`src/rtl/arp_rewrite_pkg.sv`:
```
// Shared constants and types for the ARP next-hop rewrite stage:
// header field offsets, ARP entry layout, port encodings and FSM states.
package arp_rewrite_pkg;

  localparam int MAC_HI = 255;
  localparam int MAC_LO = 208;
  localparam int TTL_HI = 79;
  localparam int TTL_LO = 72;
  localparam int CK_HI  = 63;
  localparam int CK_LO  = 48;

  // ARP entry: {valid, MAC[47:0], IP[31:0]}
  localparam int ENT_W      = 81;
  localparam int ENT_VALID  = 80;
  localparam int ENT_MAC_HI = 79;
  localparam int ENT_MAC_LO = 32;
  localparam int ENT_IP_HI  = 31;
  localparam int ENT_IP_LO  = 0;

  localparam logic [7:0] PORT_OQ0 = 8'h01;
  localparam logic [7:0] PORT_OQ1 = 8'h04;
  localparam logic [7:0] PORT_OQ2 = 8'h10;
  localparam logic [7:0] PORT_OQ3 = 8'h40;
  localparam logic [7:0] PORT_OQ4 = 8'h02;

  typedef enum logic [1:0] {
    ST_IDLE,
    ST_LOOKUP,
    ST_HEADER,
    ST_PAYLOAD
  } state_t;

  typedef enum logic [1:0] {
    DEC_PASS,
    DEC_TTL,
    DEC_MISS,
    DEC_HIT
  } decision_t;

  function automatic logic [7:0] oq_port(input logic [2:0] oq);
    logic [7:0] p;
    case (oq)
      3'd0:    p = PORT_OQ0;
      3'd1:    p = PORT_OQ1;
      3'd2:    p = PORT_OQ2;
      3'd3:    p = PORT_OQ3;
      3'd4:    p = PORT_OQ4;
      default: p = 8'h00;
    endcase
    return p;
  endfunction

  // Each physical port bit 2k has its CPU queue at bit 2k+1.
  function automatic logic [7:0] cpu_port(input logic [7:0] src);
    logic [7:0] p;
    p = 8'h00;
    for (int k = 0; k < 4; k++) p[2*k+1] = src[2*k];
    return p;
  endfunction

endpackage

```
`src/rtl/arp_rewrite_if.sv`:
```
// AXI-Stream bundle used on both sides of the ARP rewrite stage.
interface arp_rewrite_if #(
  parameter int DATA_W = 256,
  parameter int USER_W = 128
) ();
  logic [DATA_W-1:0]   TDATA;
  logic [DATA_W/8-1:0] TSTRB;
  logic [USER_W-1:0]   TUSER;
  logic                TVALID;
  logic                TLAST;
  logic                TREADY;

  modport master (output TDATA, TSTRB, TUSER, TVALID, TLAST, input TREADY);
  modport slave  (input TDATA, TSTRB, TUSER, TVALID, TLAST, output TREADY);
endinterface

```
`src/rtl/arp_rewrite_cam.sv`:
```
// ARP table: write port, registered read port and a parallel IP match
// where the lowest matching valid index wins.
module arp_cam
  import arp_rewrite_pkg::*;
#(
  parameter int NUM_ENTRIES = 32
) (
  input  logic                           clk,
  input  logic                           rst,
  input  logic                           wr_req,
  input  logic [$clog2(NUM_ENTRIES)-1:0] wr_addr,
  input  logic [ENT_W-1:0]               wr_data,
  output logic                           wr_ack,
  input  logic                           rd_req,
  input  logic [$clog2(NUM_ENTRIES)-1:0] rd_addr,
  output logic [ENT_W-1:0]               rd_data,
  output logic                           rd_ack,
  input  logic [31:0]                    key,
  output logic                           match_hit,
  output logic [47:0]                    match_mac
);

  localparam int IDX_W = $clog2(NUM_ENTRIES);

  logic [NUM_ENTRIES-1:0] valid_q;
  logic [47:0]            mac_q [NUM_ENTRIES];
  logic [31:0]            ip_q  [NUM_ENTRIES];
  logic [IDX_W-1:0]       match_idx;

  always_ff @(posedge clk or posedge rst) begin
    if (rst) begin
      valid_q <= '0;
      wr_ack  <= 1'b0;
      rd_ack  <= 1'b0;
      rd_data <= '0;
    end else begin
      wr_ack <= wr_req;
      rd_ack <= rd_req;
      if (wr_req) valid_q[wr_addr] <= wr_data[ENT_VALID];
      if (rd_req) rd_data <= {valid_q[rd_addr], mac_q[rd_addr], ip_q[rd_addr]};
    end
  end

  always_ff @(posedge clk) begin
    if (wr_req) begin
      mac_q[wr_addr] <= wr_data[ENT_MAC_HI:ENT_MAC_LO];
      ip_q[wr_addr]  <= wr_data[ENT_IP_HI:ENT_IP_LO];
    end
  end

  // Scan downward so the lowest matching index is the last one assigned.
  always_comb begin
    match_hit = 1'b0;
    match_idx = '0;
    for (int i = NUM_ENTRIES - 1; i >= 0; i--) begin
      if (valid_q[i] && ip_q[i] == key) begin
        match_hit = 1'b1;
        match_idx = i[IDX_W-1:0];
      end
    end
  end

  assign match_mac = mac_q[match_idx];

endmodule

```
`src/rtl/arp_rewrite.sv`:
```
// Next-hop resolution and header rewrite: looks up the next-hop IP in the
// ARP table, then rewrites MAC/TTL/checksum or diverts the packet to the CPU.
module arp_rewrite
  import arp_rewrite_pkg::*;
#(
  parameter int C_M_AXIS_DATA_WIDTH  = 256,
  parameter int C_S_AXIS_DATA_WIDTH  = 256,
  parameter int C_M_AXIS_TUSER_WIDTH = 128,
  parameter int C_S_AXIS_TUSER_WIDTH = 128,
  parameter int C_S_AXI_DATA_WIDTH   = 32,
  parameter int SRC_PORT_POS         = 16,
  parameter int DST_PORT_POS         = 24,
  parameter int NUM_ENTRIES          = 32
) (
  input  logic                           AXI_ACLK,
  input  logic                           AXI_RESET,
  arp_rewrite_if.slave                   S_AXIS,
  arp_rewrite_if.master                  M_AXIS,
  input  logic                           arp_lookup,
  input  logic [31:0]                    nh_reg,
  input  logic [31:0]                    oq_reg,
  input  logic                           tbl_wr_req,
  input  logic [$clog2(NUM_ENTRIES)-1:0] tbl_wr_addr,
  input  logic [ENT_W-1:0]               tbl_wr_data,
  output logic                           tbl_wr_ack,
  input  logic                           tbl_rd_req,
  input  logic [$clog2(NUM_ENTRIES)-1:0] tbl_rd_addr,
  output logic [ENT_W-1:0]               tbl_rd_data,
  output logic                           tbl_rd_ack,
  input  logic [C_S_AXI_DATA_WIDTH-1:0]  reset,
  output logic [C_S_AXI_DATA_WIDTH-1:0]  arp_miss_count,
  output logic [C_S_AXI_DATA_WIDTH-1:0]  ttl_exp_count
);

  state_t    state_q, state_d;
  decision_t dec_d, dec_p1;
  logic [47:0] mac_p1;
  logic [7:0]  port_d, port_p1;
  logic        match_hit;
  logic [47:0] match_mac;
  logic [7:0]  ttl;

  function automatic logic [15:0] cksum_patch(input logic [15:0] ck);
    logic [16:0] sum;
    sum = {1'b0, ck} + 17'h00100;
    return sum[15:0] + {15'd0, sum[16]};
  endfunction

  function automatic logic [C_M_AXIS_DATA_WIDTH-1:0] rewrite_hdr(
    input logic [C_S_AXIS_DATA_WIDTH-1:0] d, input logic [47:0] mac);
    logic [C_M_AXIS_DATA_WIDTH-1:0] r;
    r = d;
    r[MAC_HI:MAC_LO] = mac;
    r[TTL_HI:TTL_LO] = d[TTL_HI:TTL_LO] - 8'd1;
    r[CK_HI:CK_LO]   = cksum_patch(d[CK_HI:CK_LO]);
    return r;
  endfunction

  function automatic logic [C_M_AXIS_TUSER_WIDTH-1:0] set_dst(
    input logic [C_S_AXIS_TUSER_WIDTH-1:0] u, input logic [7:0] port);
    logic [C_M_AXIS_TUSER_WIDTH-1:0] r;
    r = u;
    r[DST_PORT_POS +: 8] = port;
    return r;
  endfunction

  arp_cam #(.NUM_ENTRIES(NUM_ENTRIES)) u_cam (
    .clk       (AXI_ACLK),
    .rst       (AXI_RESET),
    .wr_req    (tbl_wr_req),
    .wr_addr   (tbl_wr_addr),
    .wr_data   (tbl_wr_data),
    .wr_ack    (tbl_wr_ack),
    .rd_req    (tbl_rd_req),
    .rd_addr   (tbl_rd_addr),
    .rd_data   (tbl_rd_data),
    .rd_ack    (tbl_rd_ack),
    .key       (nh_reg),
    .match_hit (match_hit),
    .match_mac (match_mac)
  );

  // LOOKUP decision: header beat is already held on S_AXIS while TREADY=0
  assign ttl = S_AXIS.TDATA[TTL_HI:TTL_LO];

  always_comb begin
    dec_d = DEC_HIT;
    if (!arp_lookup)                           dec_d = DEC_PASS;
    else if (ttl <= 8'd1)                      dec_d = DEC_TTL;
    else if (!match_hit || oq_reg > 32'd4)     dec_d = DEC_MISS;
    port_d = (dec_d == DEC_HIT) ? oq_port(oq_reg[2:0])
                                : cpu_port(S_AXIS.TUSER[SRC_PORT_POS +: 8]);
  end

  // Stage p1: decision registered at the end of LOOKUP
  always_ff @(posedge AXI_ACLK or posedge AXI_RESET) begin
    if (AXI_RESET) begin
      state_q <= ST_IDLE;
      dec_p1  <= DEC_PASS;
      mac_p1  <= '0;
      port_p1 <= '0;
    end else begin
      state_q <= state_d;
      if (state_q == ST_LOOKUP) begin
        dec_p1  <= dec_d;
        mac_p1  <= match_mac;
        port_p1 <= port_d;
      end
    end
  end

  always_comb begin
    state_d       = state_q;
    S_AXIS.TREADY = 1'b0;
    M_AXIS.TDATA  = '0;
    M_AXIS.TSTRB  = '0;
    M_AXIS.TUSER  = '0;
    M_AXIS.TVALID = 1'b0;
    M_AXIS.TLAST  = 1'b0;
    case (state_q)
      ST_IDLE:   if (S_AXIS.TVALID) state_d = ST_LOOKUP;
      ST_LOOKUP: state_d = ST_HEADER;
      ST_HEADER: begin
        S_AXIS.TREADY = M_AXIS.TREADY;
        M_AXIS.TVALID = S_AXIS.TVALID;
        M_AXIS.TLAST  = S_AXIS.TLAST;
        M_AXIS.TSTRB  = S_AXIS.TSTRB;
        M_AXIS.TDATA  = (dec_p1 == DEC_HIT) ? rewrite_hdr(S_AXIS.TDATA, mac_p1)
                                            : S_AXIS.TDATA;
        M_AXIS.TUSER  = (dec_p1 == DEC_PASS) ? S_AXIS.TUSER
                                             : set_dst(S_AXIS.TUSER, port_p1);
        if (S_AXIS.TVALID && M_AXIS.TREADY)
          state_d = S_AXIS.TLAST ? ST_IDLE : ST_PAYLOAD;
      end
      ST_PAYLOAD: begin
        S_AXIS.TREADY = M_AXIS.TREADY;
        M_AXIS.TVALID = S_AXIS.TVALID;
        M_AXIS.TLAST  = S_AXIS.TLAST;
        M_AXIS.TSTRB  = S_AXIS.TSTRB;
        M_AXIS.TDATA  = S_AXIS.TDATA;
        M_AXIS.TUSER  = S_AXIS.TUSER;
        if (S_AXIS.TVALID && M_AXIS.TREADY && S_AXIS.TLAST) state_d = ST_IDLE;
      end
      default: state_d = ST_IDLE;
    endcase
  end

  // Software clear overrides a same-cycle increment
  always_ff @(posedge AXI_ACLK or posedge AXI_RESET) begin
    if (AXI_RESET) begin
      arp_miss_count <= '0;
      ttl_exp_count  <= '0;
    end else if (reset == C_S_AXI_DATA_WIDTH'(1)) begin
      arp_miss_count <= '0;
      ttl_exp_count  <= '0;
    end else if (state_q == ST_LOOKUP) begin
      if (dec_d == DEC_MISS) arp_miss_count <= arp_miss_count + C_S_AXI_DATA_WIDTH'(1);
      if (dec_d == DEC_TTL)  ttl_exp_count  <= ttl_exp_count + C_S_AXI_DATA_WIDTH'(1);
    end
  end

endmodule

```
`src/flat_wrapper.sv`:
```
// flat-port wrapper written by rule: the top's interface ports become plain ports
module arp_rewrite_flat import arp_rewrite_pkg::*;
#(
  parameter int C_M_AXIS_DATA_WIDTH  = 256,
  parameter int C_S_AXIS_DATA_WIDTH  = 256,
  parameter int C_M_AXIS_TUSER_WIDTH = 128,
  parameter int C_S_AXIS_TUSER_WIDTH = 128,
  parameter int C_S_AXI_DATA_WIDTH   = 32,
  parameter int SRC_PORT_POS         = 16,
  parameter int DST_PORT_POS         = 24,
  parameter int NUM_ENTRIES          = 32
)
  (AXI_ACLK, AXI_RESET, arp_lookup, nh_reg, oq_reg, tbl_wr_req, tbl_wr_addr, tbl_wr_data, tbl_wr_ack, tbl_rd_req, tbl_rd_addr, tbl_rd_data, tbl_rd_ack, reset, arp_miss_count, ttl_exp_count, S_AXIS_TDATA, S_AXIS_TSTRB, S_AXIS_TUSER, S_AXIS_TVALID, S_AXIS_TLAST, S_AXIS_TREADY, M_AXIS_TDATA, M_AXIS_TSTRB, M_AXIS_TUSER, M_AXIS_TVALID, M_AXIS_TLAST, M_AXIS_TREADY);
  arp_rewrite_if #(.DATA_W(256), .USER_W(128)) S_AXIS_i ();
  arp_rewrite_if #(.DATA_W(256), .USER_W(128)) M_AXIS_i ();
  input  logic AXI_ACLK;
  input  logic AXI_RESET;
  input  logic arp_lookup;
  input  logic [31:0] nh_reg;
  input  logic [31:0] oq_reg;
  input  logic tbl_wr_req;
  input  logic [$clog2(NUM_ENTRIES)-1:0] tbl_wr_addr;
  input  logic [ENT_W-1:0] tbl_wr_data;
  output logic tbl_wr_ack;
  input  logic tbl_rd_req;
  input  logic [$clog2(NUM_ENTRIES)-1:0] tbl_rd_addr;
  output logic [ENT_W-1:0] tbl_rd_data;
  output logic tbl_rd_ack;
  input  logic [C_S_AXI_DATA_WIDTH-1:0] reset;
  output logic [C_S_AXI_DATA_WIDTH-1:0] arp_miss_count;
  output logic [C_S_AXI_DATA_WIDTH-1:0] ttl_exp_count;
  input wire logic [$bits(S_AXIS_i.TDATA)-1:0] S_AXIS_TDATA;
  input wire logic [$bits(S_AXIS_i.TSTRB)-1:0] S_AXIS_TSTRB;
  input wire logic [$bits(S_AXIS_i.TUSER)-1:0] S_AXIS_TUSER;
  input wire logic [$bits(S_AXIS_i.TVALID)-1:0] S_AXIS_TVALID;
  input wire logic [$bits(S_AXIS_i.TLAST)-1:0] S_AXIS_TLAST;
  output wire logic [$bits(S_AXIS_i.TREADY)-1:0] S_AXIS_TREADY;
  output wire logic [$bits(M_AXIS_i.TDATA)-1:0] M_AXIS_TDATA;
  output wire logic [$bits(M_AXIS_i.TSTRB)-1:0] M_AXIS_TSTRB;
  output wire logic [$bits(M_AXIS_i.TUSER)-1:0] M_AXIS_TUSER;
  output wire logic [$bits(M_AXIS_i.TVALID)-1:0] M_AXIS_TVALID;
  output wire logic [$bits(M_AXIS_i.TLAST)-1:0] M_AXIS_TLAST;
  input wire logic [$bits(M_AXIS_i.TREADY)-1:0] M_AXIS_TREADY;
  assign S_AXIS_i.TDATA = S_AXIS_TDATA;
  assign S_AXIS_i.TSTRB = S_AXIS_TSTRB;
  assign S_AXIS_i.TUSER = S_AXIS_TUSER;
  assign S_AXIS_i.TVALID = S_AXIS_TVALID;
  assign S_AXIS_i.TLAST = S_AXIS_TLAST;
  assign S_AXIS_TREADY = S_AXIS_i.TREADY;
  assign M_AXIS_TDATA = M_AXIS_i.TDATA;
  assign M_AXIS_TSTRB = M_AXIS_i.TSTRB;
  assign M_AXIS_TUSER = M_AXIS_i.TUSER;
  assign M_AXIS_TVALID = M_AXIS_i.TVALID;
  assign M_AXIS_TLAST = M_AXIS_i.TLAST;
  assign M_AXIS_i.TREADY = M_AXIS_TREADY;
  arp_rewrite #(.C_M_AXIS_DATA_WIDTH(C_M_AXIS_DATA_WIDTH), .C_S_AXIS_DATA_WIDTH(C_S_AXIS_DATA_WIDTH), .C_M_AXIS_TUSER_WIDTH(C_M_AXIS_TUSER_WIDTH), .C_S_AXIS_TUSER_WIDTH(C_S_AXIS_TUSER_WIDTH), .C_S_AXI_DATA_WIDTH(C_S_AXI_DATA_WIDTH), .SRC_PORT_POS(SRC_PORT_POS), .DST_PORT_POS(DST_PORT_POS), .NUM_ENTRIES(NUM_ENTRIES)) u_core (.AXI_ACLK(AXI_ACLK), .AXI_RESET(AXI_RESET), .S_AXIS(S_AXIS_i), .M_AXIS(M_AXIS_i), .arp_lookup(arp_lookup), .nh_reg(nh_reg), .oq_reg(oq_reg), .tbl_wr_req(tbl_wr_req), .tbl_wr_addr(tbl_wr_addr), .tbl_wr_data(tbl_wr_data), .tbl_wr_ack(tbl_wr_ack), .tbl_rd_req(tbl_rd_req), .tbl_rd_addr(tbl_rd_addr), .tbl_rd_data(tbl_rd_data), .tbl_rd_ack(tbl_rd_ack), .reset(reset), .arp_miss_count(arp_miss_count), .ttl_exp_count(ttl_exp_count));
endmodule
```
`config.mk`:
```
export PLATFORM = sky130hd
export DESIGN_NAME = arp_rewrite_flat
export DESIGN_NICKNAME = d
export VERILOG_FILES = /design/src/rtl/arp_rewrite_pkg.sv /design/src/rtl/arp_rewrite_if.sv /design/src/rtl/arp_rewrite_cam.sv /design/src/rtl/arp_rewrite.sv /design/src/flat_wrapper.sv
export SDC_FILE = /design/constraint.sdc
export NUM_CORES = 2
export LEC_CHECK = 0
export BUFFER_PORTS_ARGS = -buffer_cell sky130_fd_sc_hd__buf_2
export CAP_MARGIN = 25
export CORE_MARGIN = 10
export CORE_UTILIZATION = 35
export CTS_BUF_LIST = sky130_fd_sc_hd__clkbuf_4 sky130_fd_sc_hd__clkbuf_8
export CTS_CLUSTER_SIZE = 20
export DETAILED_ROUTE_END_ITERATION = 6
export PLACE_DENSITY = 0.5
export SLEW_MARGIN = 20
export SYNTH_ARGS = -nofsm -noshare
export SYNTH_HDL_FRONTEND = slang
export SYNTH_HIERARCHICAL = 1
export SYNTH_SLANG_ARGS = --single-unit
```
`constraint.sdc`:
```
create_clock -name AXI_ACLK -period 10.1 [get_ports AXI_ACLK]
set_input_delay 1.515 -clock AXI_ACLK [delete_from_list [all_inputs] [get_ports AXI_ACLK]]
set_output_delay 1.515 -clock AXI_ACLK [all_outputs]
set_load 0.02 [all_outputs]
```
==> impl_metrics.json <==
{
  "status": "finished, violations left",
  "violations": "DRC",
  "p_int_mw": 20.4,
  "use_met1": 0.407,
  "startpoint_type": "input pin",
  "synth_fp_nets": 9944,
  "slew_viol_final": 0,
  "yosysMostFrequentCell": "edfxtp_1",
  "std_cell_rows": 232,
  "clk-insertion-delay-late_ns": 1.22,
  "p_seq_frac": 0.457,
  "area_growth_pct": 16.6,
  "die_w_um": 653,
  "synthDistinctLibCells": 92,
  "muxShareOfSynthArea": 0.179,
  "endpoint_kind": "flop",
  "p_leak_nw": 56.9,
  "finClkSkew_ns": 0.105,
  "crit_chain": "buf_2, buf_4, xor2_1, nor4_1, nand4_1, nor4_1, o21ai_0, a21oi_1, o311ai_1, nand4_1, buf_12, buf_12, mux2i_1, a32oi_1, o2111ai_1, a211o_1, nor3_1, nand2_1, nand2_1",
  "synthXorXnorAreaFrac": 0.0665,
  "place_hpwl_um": 481000,
  "post_drt_wl_per_cell_um": 42.7,
  "crit_buf_inv": 4,
  "portBuffers": 1176,
  "h-tree-depth": 5,
  "syn_avg_cell_area_sq_um": 15.0,
  "slowest_stage": "nor4_1",
  "grt_antenna_before_repair": 257,
  "setup_slack_ns": 2.74,
  "die-area_sq_um": 426000,
  "vias_per_cell": 6.24,
  "antenna_left": 0,
  "finalHoldViolCount": 0,
  "synth_seq_area_share": 0.591,
  "cts_setup_buffers": 0,
  "synth_edf_count": 2560,
  "p_clk_frac": 0.375,
  "first_pass_iters": 7,
  "powerDensity_nw_per_um2": 179,
  "synthTopCellsByArea": "edfxtp_1 (55%), mux4_2 (13%), xor2_1 (4.5%)",
  "tns_ns": 0,
  "clkTransAtPathRegs_ns": 0.07,
  "grt_pass1_vias": 99100,
  "grt_pass1_wl_um": 922000,
  "met3_usage": 0.0831,
  "crit_type": "input pin to flop",
  "synth_top_cell_area_share": 0.548,
  "ys_seq_elements": 2799,
  "crit_arrival_ns": 8.44,
  "required_ns": 11.18,
  "coreArea_sq_um": 399000,
  "synth_top_flop_cell": "edfxtp_1",
  "ios": 1177,
  "cts_hold_buf": 0,
  "synth-simple-area-share": 0.0867,
  "sw_frac_of_total": 0.302,
  "die_h_um": 653,
  "cts_tree": "yes",
  "worstPathMaxFanout": 36,
  "clock-sinks": 2799,
  "cts.root.buffer_cell": "clkbuf_8",
  "use_met2": 0.495,
  "initial_core_util": 0.351,
  "drt_iter0_drc": 15300,
  "grt_use_total": 0.316,
  "synth_top_family_by_area": "multiplexers",
  "slowest_delay_ns": 0.92,
  "numCtsBuffers": 476,
  "pwr-share-comb": 0.168,
  "post_cts_resized": 0,
  "final.fill_count": 36800,
  "p_total_mw": 29.2,
  "setup_viol": 0,
  "synth-warning-count": 86,
  "max_freq_mhz": 136,
  "gr-total-overflow": 0,
  "ys_top_cells_by_count": "edfxtp_1 (2560), mux4_2 (810), xor2_1 (716), nand2_1 (636), mux2i_1 (555)",
  "grt_start_max_net_pins": 169,
  "r2r_cells": 17,
  "period_minus_slack_ns": 7.37,
  "synth_area_sq_um": 140000,
  "vias": 103000,
  "ir_drop_mv": 0.124,
  "critPathTopFamily": "simple AND/OR/NAND/NOR gates",
  "tightest_slew_ns": 1.28,
  "dp_worst_setup_slack_ns": 1.64,
  "cp.depth": 19,
  "gp_congestion": 1.19,
  "synth-compound-area-share": 0.0500,
  "rsz0062_at_grt": "false",
  "maxCapViolations": 0,
  "nets": 11200,
  "synth_top_cell_by_area": "edfxtp_1",
  "synth_fa_ha_area_frac": 0.000714,
  "clockBufferDepth": 4,
  "period_share": 0.729,
  "p_sw_mw": 8.84,
  "drcViolationCount": 1,
  "hold_class": "input pin to asynchronous set/reset pin",
  "synth_cells": 9325,
  "slew_headroom": 0.138,
  "drive_gt1_frac": 0.300,
  "grt.busiest_layer": "met2",
  "async_reset_ff_frac": 0.0854,
  "wl_um": 703000
}
-- state kept, by name (all words and copies together) (netlist names) --
signal	count
u_core/ttl_exp_count	32
u_core/dec_p1	2
u_core/state_q	2
u_core/arp_miss_count	32
u_core/mac_p1	48
u_core/u_cam/valid_q	32
u_core/u_cam/rd_ack	1
u_core/u_cam/rd_data	81
u_core/u_cam/wr_ack	1
u_core/u_cam/ip_q	1024
u_core/port_p1	8
u_core/u_cam/mac_q	1536
-- cell type report --
class / count / area (sq um) / share of cell area
Antenna cell: 239 / 598 / 0.00366
Clock buffer: 669 / 8260 / 0.0505
Clock inverter: 216 / 1770 / 0.0108
Inverter: 116 / 450 / 0.00276
Multi-Input combinational cell: 5751 / 54300 / 0.332
Sequential cell: 2799 / 82900 / 0.507
Tap cell: 5265 / 6590 / 0.0403
Timing Repair Buffer: 1412 / 8690 / 0.0532
-- cells by family after synthesis --
| group | count (synthesis) |
|---|---|
| AND/OR/NAND/NOR | 2257 |
| buffers and inverters | 775 |
| XOR/XNOR | 1064 |
| AO/OA/AOI/OAI | 936 |
| flip-flops | 2799 |
| adder cells (fa/ha/maj) | 8 |
| multiplexers | 1486 |
-- layer usage --
metal / wire, um / up-vias
met5: 692 / -
met4: 38800 / 102
met3: 75800 / 1611
met2: 323000 / 7529
met1: 265000 / 53800
li1: - / 39700
-- through the flow --
stage | utilization | hold WS [ns] | instances | instance area [sq um]
3_5_place_dp | 0.383 | 0.469 | 15300 | 153000
5_1_grt | 0.409 | 0.384 | 16400 | 163000
2_1_floorplan | - | 0.446 | 9325 | 140000
6_report | 0.410 | 0.395 | 16500 | 163000
4_1_cts | 0.408 | 0.319 | 16200 | 163000
3_3_place_gp | 0.382 | 0.462 | 15300 | 152000
-- cells in the final DEF (no fill, tap or decap), types with 44 or more instances in the layout --
cell       instances
a21oi_1          169
o21ai_0           87
diode_2          239
nand2_1          633
buf_2           1168
xnor2_1          348
mux2_2           121
buf_12            68
nor4_1           337
o2111ai_1         46
nor2_1           143
inv_1            113
a32oi_1          108
o22ai_1           44
a21boi_0          63
and2_1           369
mux2i_1          555
dfrtp_1          238
mux4_2           810
xor2_1           716
clkinv_1          91
clkinv_2          73
o211ai_1         104
nor3_1            65
clkbuf_8         520
clkbuf_4         151
nand3_1          188
a221o_1           47
buf_4            164
edfxtp_1        2560
nand4_1          194
-- power by group through the flow --
| stage | clock (mW) | combinational (mW) | sequential [mW] |
|---|---|---|---|
| after floorplan | 0 | 2.41 | 13.4 |
| after global placement | 0 | 4.83 | 13.6 |
| after detailed placement | 0 | 4.83 | 13.6 |
| after CTS | 11.1 | 4.84 | 13.4 |
| after global routing | 11.6 | 5.07 | 13.4 |
| final | 11.0 | 4.91 | 13.4 |
-- final timing paths --
path                                                start                  endpoint  slack, ns
worst max-delay path                            nh_reg[3]         u_core/mac_p1[19]       2.74
worst min-delay path                            AXI_RESET  u_core/u_cam/rd_data[73]       0.40
worst max register to register  u_core/u_cam/ip_q[31][16]         u_core/mac_p1[19]       3.70
worst min register to register           u_core/mac_p1[2]          u_core/mac_p1[2]       0.48
max in group asynchronous                       AXI_RESET          u_core/mac_p1[3]       7.53
min in group AXI_ACLK                    u_core/mac_p1[2]          u_core/mac_p1[2]       0.48
(Power assumes the default switching activity.)
